===== config.mk =====
export PLATFORM = sky130hd
export DESIGN_NAME = controle_pausa
export DESIGN_NICKNAME = d
export VERILOG_FILES = /design/src/rtl/controle_pausa.sv
export SDC_FILE = /design/constraint.sdc
export NUM_CORES = 1
export LEC_CHECK = 0
export CORE_MARGIN = 1
export CORE_UTILIZATION = 25
export CTS_CLUSTER_SIZE = 20
export DETAILED_ROUTE_END_ITERATION = 16
export GPL_ROUTABILITY_DRIVEN = 1
export GPL_TIMING_DRIVEN = 0
export HOLD_SLACK_MARGIN = 0.05
export PLACE_DENSITY = 0.56
export REMOVE_ABC_BUFFERS = 1
export SKIP_LAST_GASP = 1
export SLEW_MARGIN = 20
export SYNTH_ARGS = -nofsm -noshare
export SYNTH_HDL_FRONTEND = slang
export SYNTH_SLANG_ARGS = --single-unit

===== constraint.sdc =====
create_clock -name clock -period 4.7 [get_ports clock]
set_input_delay 0.94 -clock clock [delete_from_list [all_inputs] [get_ports clock]]
set_output_delay 0.94 -clock clock [all_outputs]
set_load 0.02 [all_outputs]

===== src/rtl/controle_pausa.sv =====
// Execution-mode controller driving the pause[1:0] selector of the processor clock generator.
// Optional macro PAUSA_OUT_EN: OUT instructions stop the processor in WAIT_OUT.
module controle_pausa #(
  parameter int unsigned LARGURA_DADO   = 16,
  parameter int unsigned LARGURA_CICLOS = 16
) (
  input  logic                      clock,
  input  logic                      reset_n,
  input  logic                      clock_proc,
  input  logic                      instr_in,
  input  logic                      instr_out,
  input  logic                      instr_halt,
  input  logic [LARGURA_DADO-1:0]   valor_out,
  output logic [1:0]                pause,
  output logic [LARGURA_DADO-1:0]   dado_out,
  output logic                      espera_in,
  output logic                      espera_out,
  output logic                      parado,
  output logic [LARGURA_CICLOS-1:0] ciclos
);

  typedef enum logic [1:0] {StRun, StWaitIn, StWaitOut, StHalt} estado_e;

  estado_e                   estado_q, estado_d;
  logic                      clock_proc_q;
  logic                      sobe;
  logic                      latch_out;
  logic [LARGURA_DADO-1:0]   dado_q;
  logic [LARGURA_CICLOS-1:0] ciclos_q;

  // clock_proc comes from a clock-domain register, so a one-stage edge detect is enough
  assign sobe = clock_proc & ~clock_proc_q;

  always_comb begin
    estado_d  = estado_q;
    latch_out = 1'b0;
    case (estado_q)
      StRun: begin
        if (instr_halt) begin
          estado_d = StHalt;
        end else if (instr_in) begin
          estado_d = StWaitIn;
        end else if (instr_out) begin
          latch_out = 1'b1;
`ifdef PAUSA_OUT_EN
          estado_d  = StWaitOut;
`endif
        end
      end
      StWaitIn, StWaitOut: begin
        if (sobe) estado_d = StRun;
      end
      StHalt:  estado_d = StHalt;
      default: estado_d = StRun;
    endcase
  end

  always_ff @(posedge clock or negedge reset_n) begin
    if (!reset_n) begin
      estado_q     <= StRun;
      clock_proc_q <= 1'b0;
      dado_q       <= '0;
      ciclos_q     <= '0;
    end else begin
      estado_q     <= estado_d;
      clock_proc_q <= clock_proc;
      if (latch_out) dado_q <= valor_out;
      if (sobe && (estado_q != StHalt)) ciclos_q <= ciclos_q + LARGURA_CICLOS'(1);
    end
  end

  always_comb begin
    pause      = 2'd1;
    espera_in  = 1'b0;
    espera_out = 1'b0;
    parado     = 1'b0;
    case (estado_q)
      StWaitIn: begin
        pause     = 2'd0;
        espera_in = 1'b1;
      end
      StWaitOut: begin
        pause = 2'd2;
`ifdef PAUSA_OUT_EN
        espera_out = 1'b1;
`else
        espera_out = 1'b0;
`endif
      end
      StHalt: begin
        pause  = 2'd3;
        parado = 1'b1;
      end
      default: pause = 2'd1;
    endcase
  end

  assign dado_out = dado_q;
  assign ciclos   = ciclos_q;

endmodule


==> results.py <==
metrics = {
    "power": {
        "power_density_nw_per_um2": 510,
        "p_sw_share_pct": 33.2,
        "power.share.clock_pct": 20.1,
        "power.internal_mw": 0.778,
        "p_total_mw": 1.16,
        "p_leak_nw": 1.02,
        "p_switching_mw": 0.387,
        "ir_worst_vdd_v": 0.000227,
        "pwr-share-comb_pct": 42.2,
        "power_frac_seq_pct": 37.7,
    },
    "yosys": {
        "synth_area_per_cell_um2": 12.8,
        "synthMostInstantiatedCell": "dfrtp_1",
        "netlist_instances": 121,
        "ys_top_cells_by_area": "dfrtp_1 (57%), mux2_2 (12%), xnor2_1 (4.5%)",
        "synth_area_leader_cell": "dfrtp_1",
        "ys_top_cells_by_count": "dfrtp_1 (35), mux2_2 (17), nand2_1 (8), nor2_1 (8), xnor2_1 (8)",
        "synth_edf_count": 0,
        "synth_seq_cells": 35,
        "synth_seq_area_share_pct": 56.7,
        "synth_area_um2": 1550,
        "ys_warn_count": 0,
        "ys_types": 26,
        "synth.top_cell.area_share_pct": 56.7,
        "synthArstFlopShare_pct": 100,
        "synthFlopType": "dfrtp_1",
    },
    "final_layout": {
        "fin_nets": 207,
        "drive_gt1_share_pct": 16.6,
        "n_antenna_cell": 0,
        "fill_cells": 601,
        "area_growth_pct": 47.9,
    },
    "grt": {
        "grt_pass1_wl_um": 5040,
        "grt_max_degree": 25,
        "grt_use_total_pct": 10.6,
        "grt_pass1_vias": 1050,
        "gr-total-overflow": 0,
        "antenna_found_initial": 0,
    },
    "sta": {
        "fin_ws_ns": 1.99,
        "setup_viol": 0,
        "slew_headroom_pct": 50.1,
        "rsz0062_at_grt": "no",
        "holdWs_ns": 0.473,
        "hold_viol_final": 0,
        "worst_pin_slew_ns": 0.748,
        "slew_viol_final": 0,
        "fin_crit_sh_pct": 57.6,
        "fmax_mhz": 369,
        "clock_skew_ns": 0.00486,
        "fin_tns_setup_ns": 0,
        "finalCriticalPeriod_ns": 2.71,
    },
    "die": {
        "die_w_um": 80.6,
        "initial_core_util_pct": 25.9,
        "coreArea_um2": 5960,
        "ios": 59,
        "die_area_um2": 6500,
        "die-height_um": 80.6,
        "rows": 28,
    },
    "worst_setup_path": {
        "cp.required_ns": 4.86,
        "endpoint_kind": "register",
        "reg2reg_slack_ns": 2.37,
        "worst_setup_path_start_kind": "input port",
        "path_max_fanout": 16,
        "arrival_ns": 2.87,
        "path_class": "in2reg",
    },
    "clock_tree": {
        "numCtsBuffers": 5,
        "clk_pin_slew_worst_paths_ns": 0.07,
        "cts.sinks": 35,
        "cts_setup_buffers": 0,
        "h-tree-depth": 2,
        "insertion_delay_ns": 0.28,
        "cts_root_buffer": "clkbuf_8",
        "cts_hold_buffers": 0,
        "cts_tree": "built",
        "cts_buffer_depth": 2,
        "cts-resized-gates": 0,
    },
    "flow_run": {
        "maxCapViolCount": 0,
    },
    "worst_hold_path": {
        "hp-class": "reg2reg",
    },
    "route": {
        "via_per_inst": 4.28,
        "drtIter0Drc": 41,
        "ant_nets": 0,
        "routed_wl_um": 3070,
        "first_pass_iters": 3,
        "via_count": 1095,
        "wl_per_cell_um": 12.0,
        "drc": 0,
    },
    "placed_design": {
        "pre_cts_slack_ns": 1.70,
        "port_buffers": 57,
        "gp_congestion": 0.701,
        "hpwl_um": 2280,
    },
    "outcome": {
        "status": "completed",
    },
}
## flip-flops by register name, summed over array words and instances (netlist names)
name and flops:
dado_out 16, estado_q 2, ciclos 16, clock_proc_q 1
## area by class of cell
class | instances | area (µm²) | share of cell area (%)
inverters | 3 | 11.3 | 0.493
well taps | 75 | 93.8 | 4.11
multi-input cells | 77 | 618 | 27.1
flip-flops and latches | 35 | 876 | 38.3
repair buffers | 58 | 586 | 25.6
clock buffers | 8 | 100 | 4.38
## through the flow
| stage | std cells | utilization [%] | instance area (µm²) |
|---|---|---|---|
| finish | 256 | 38.4 | 2280 |
| global route | 256 | 38.4 | 2280 |
| CTS | 256 | 38.4 | 2280 |
| detailed placement | 248 | 36.7 | 2180 |
| global placement | 247 | 36.4 | 2170 |
| floorplan | 115 | - | 1510 |
## layout by cell type, fill, tap and decap left out, types with 2 or more instances in the layout
cell type and n:
nor2_1 8, clkdlybuf4s50_1 56, mux2_2 17, dfrtp_1 35
a21oi_1 2, nand3_1 3, clkbuf_8 7, nor3_1 2
nor3b_1 2, xor2_1 7, ha_1 5, o21ai_0 2
xnor2_1 8, inv_1 3, and3_1 3, nand4_1 3
nand2_1 8
## cell families (layout without fill, tap and decap cells)
| family | Yosys count | after routing | share of synthesized area (%) |
|---|---|---|---|
| AND/OR/NAND/NOR | 34 | 34 | 12.9 |
| other | 1 | 1 | 0.243 |
| XOR/XNOR | 15 | 15 | 8.50 |
| adder cells (fa/ha/maj) | 5 | 5 | 4.05 |
| buffers and inverters | 9 | 69 | 3.32 |
| flip-flops | 35 | 35 | 56.7 |
| AO/OA/AOI/OAI | 4 | 4 | 1.30 |
| multiplexers | 18 | 18 | 13.0 |
## path summary, 6_finish.rpt
kind,from,to,cells past startpoint
setup / recovery,instr_halt,dado_out[14],4
hold / removal,ciclos[15],ciclos[15],1
setup reg to reg,estado_q[1],dado_out[14],5
hold reg to reg,ciclos[15],ciclos[15],1
max in group asynchronous,reset_n,dado_out[6],2
min in group asynchronous,reset_n,dado_out[5],1
## power by group through the flow
stage | combinational [mW] | sequential [mW] | clock (mW)
2_1_floorplan | 0.167 | 0.532 | 0
3_5_place_dp | 0.499 | 0.447 | 0
5_1_grt | 0.534 | 0.451 | 0.258
3_3_place_gp | 0.494 | 0.444 | 0
4_1_cts | 0.499 | 0.441 | 0.248
6_report | 0.492 | 0.439 | 0.234
## layer usage
| layer | vias to the layer above | global-route usage, % | part of all wire (%) |
|---|---|---|---|
| met5 | - | 0 | 0 |
| met4 | 0 | 6.43 | 2.2 |
| met3 | 4 | 4.43 | 11 |
| met2 | 47 | 16.0 | 42 |
| met1 | 522 | 12.5 | 45 |
| li1 | 522 | - | - |
## critical path: stages
cell and delay [ns]:
clkdlybuf4s50_1 0.42, nor3b_1 0.41, and2_1 0.69, mux2_2 0.41
Note: power is estimated with default switching activity, not from simulation.
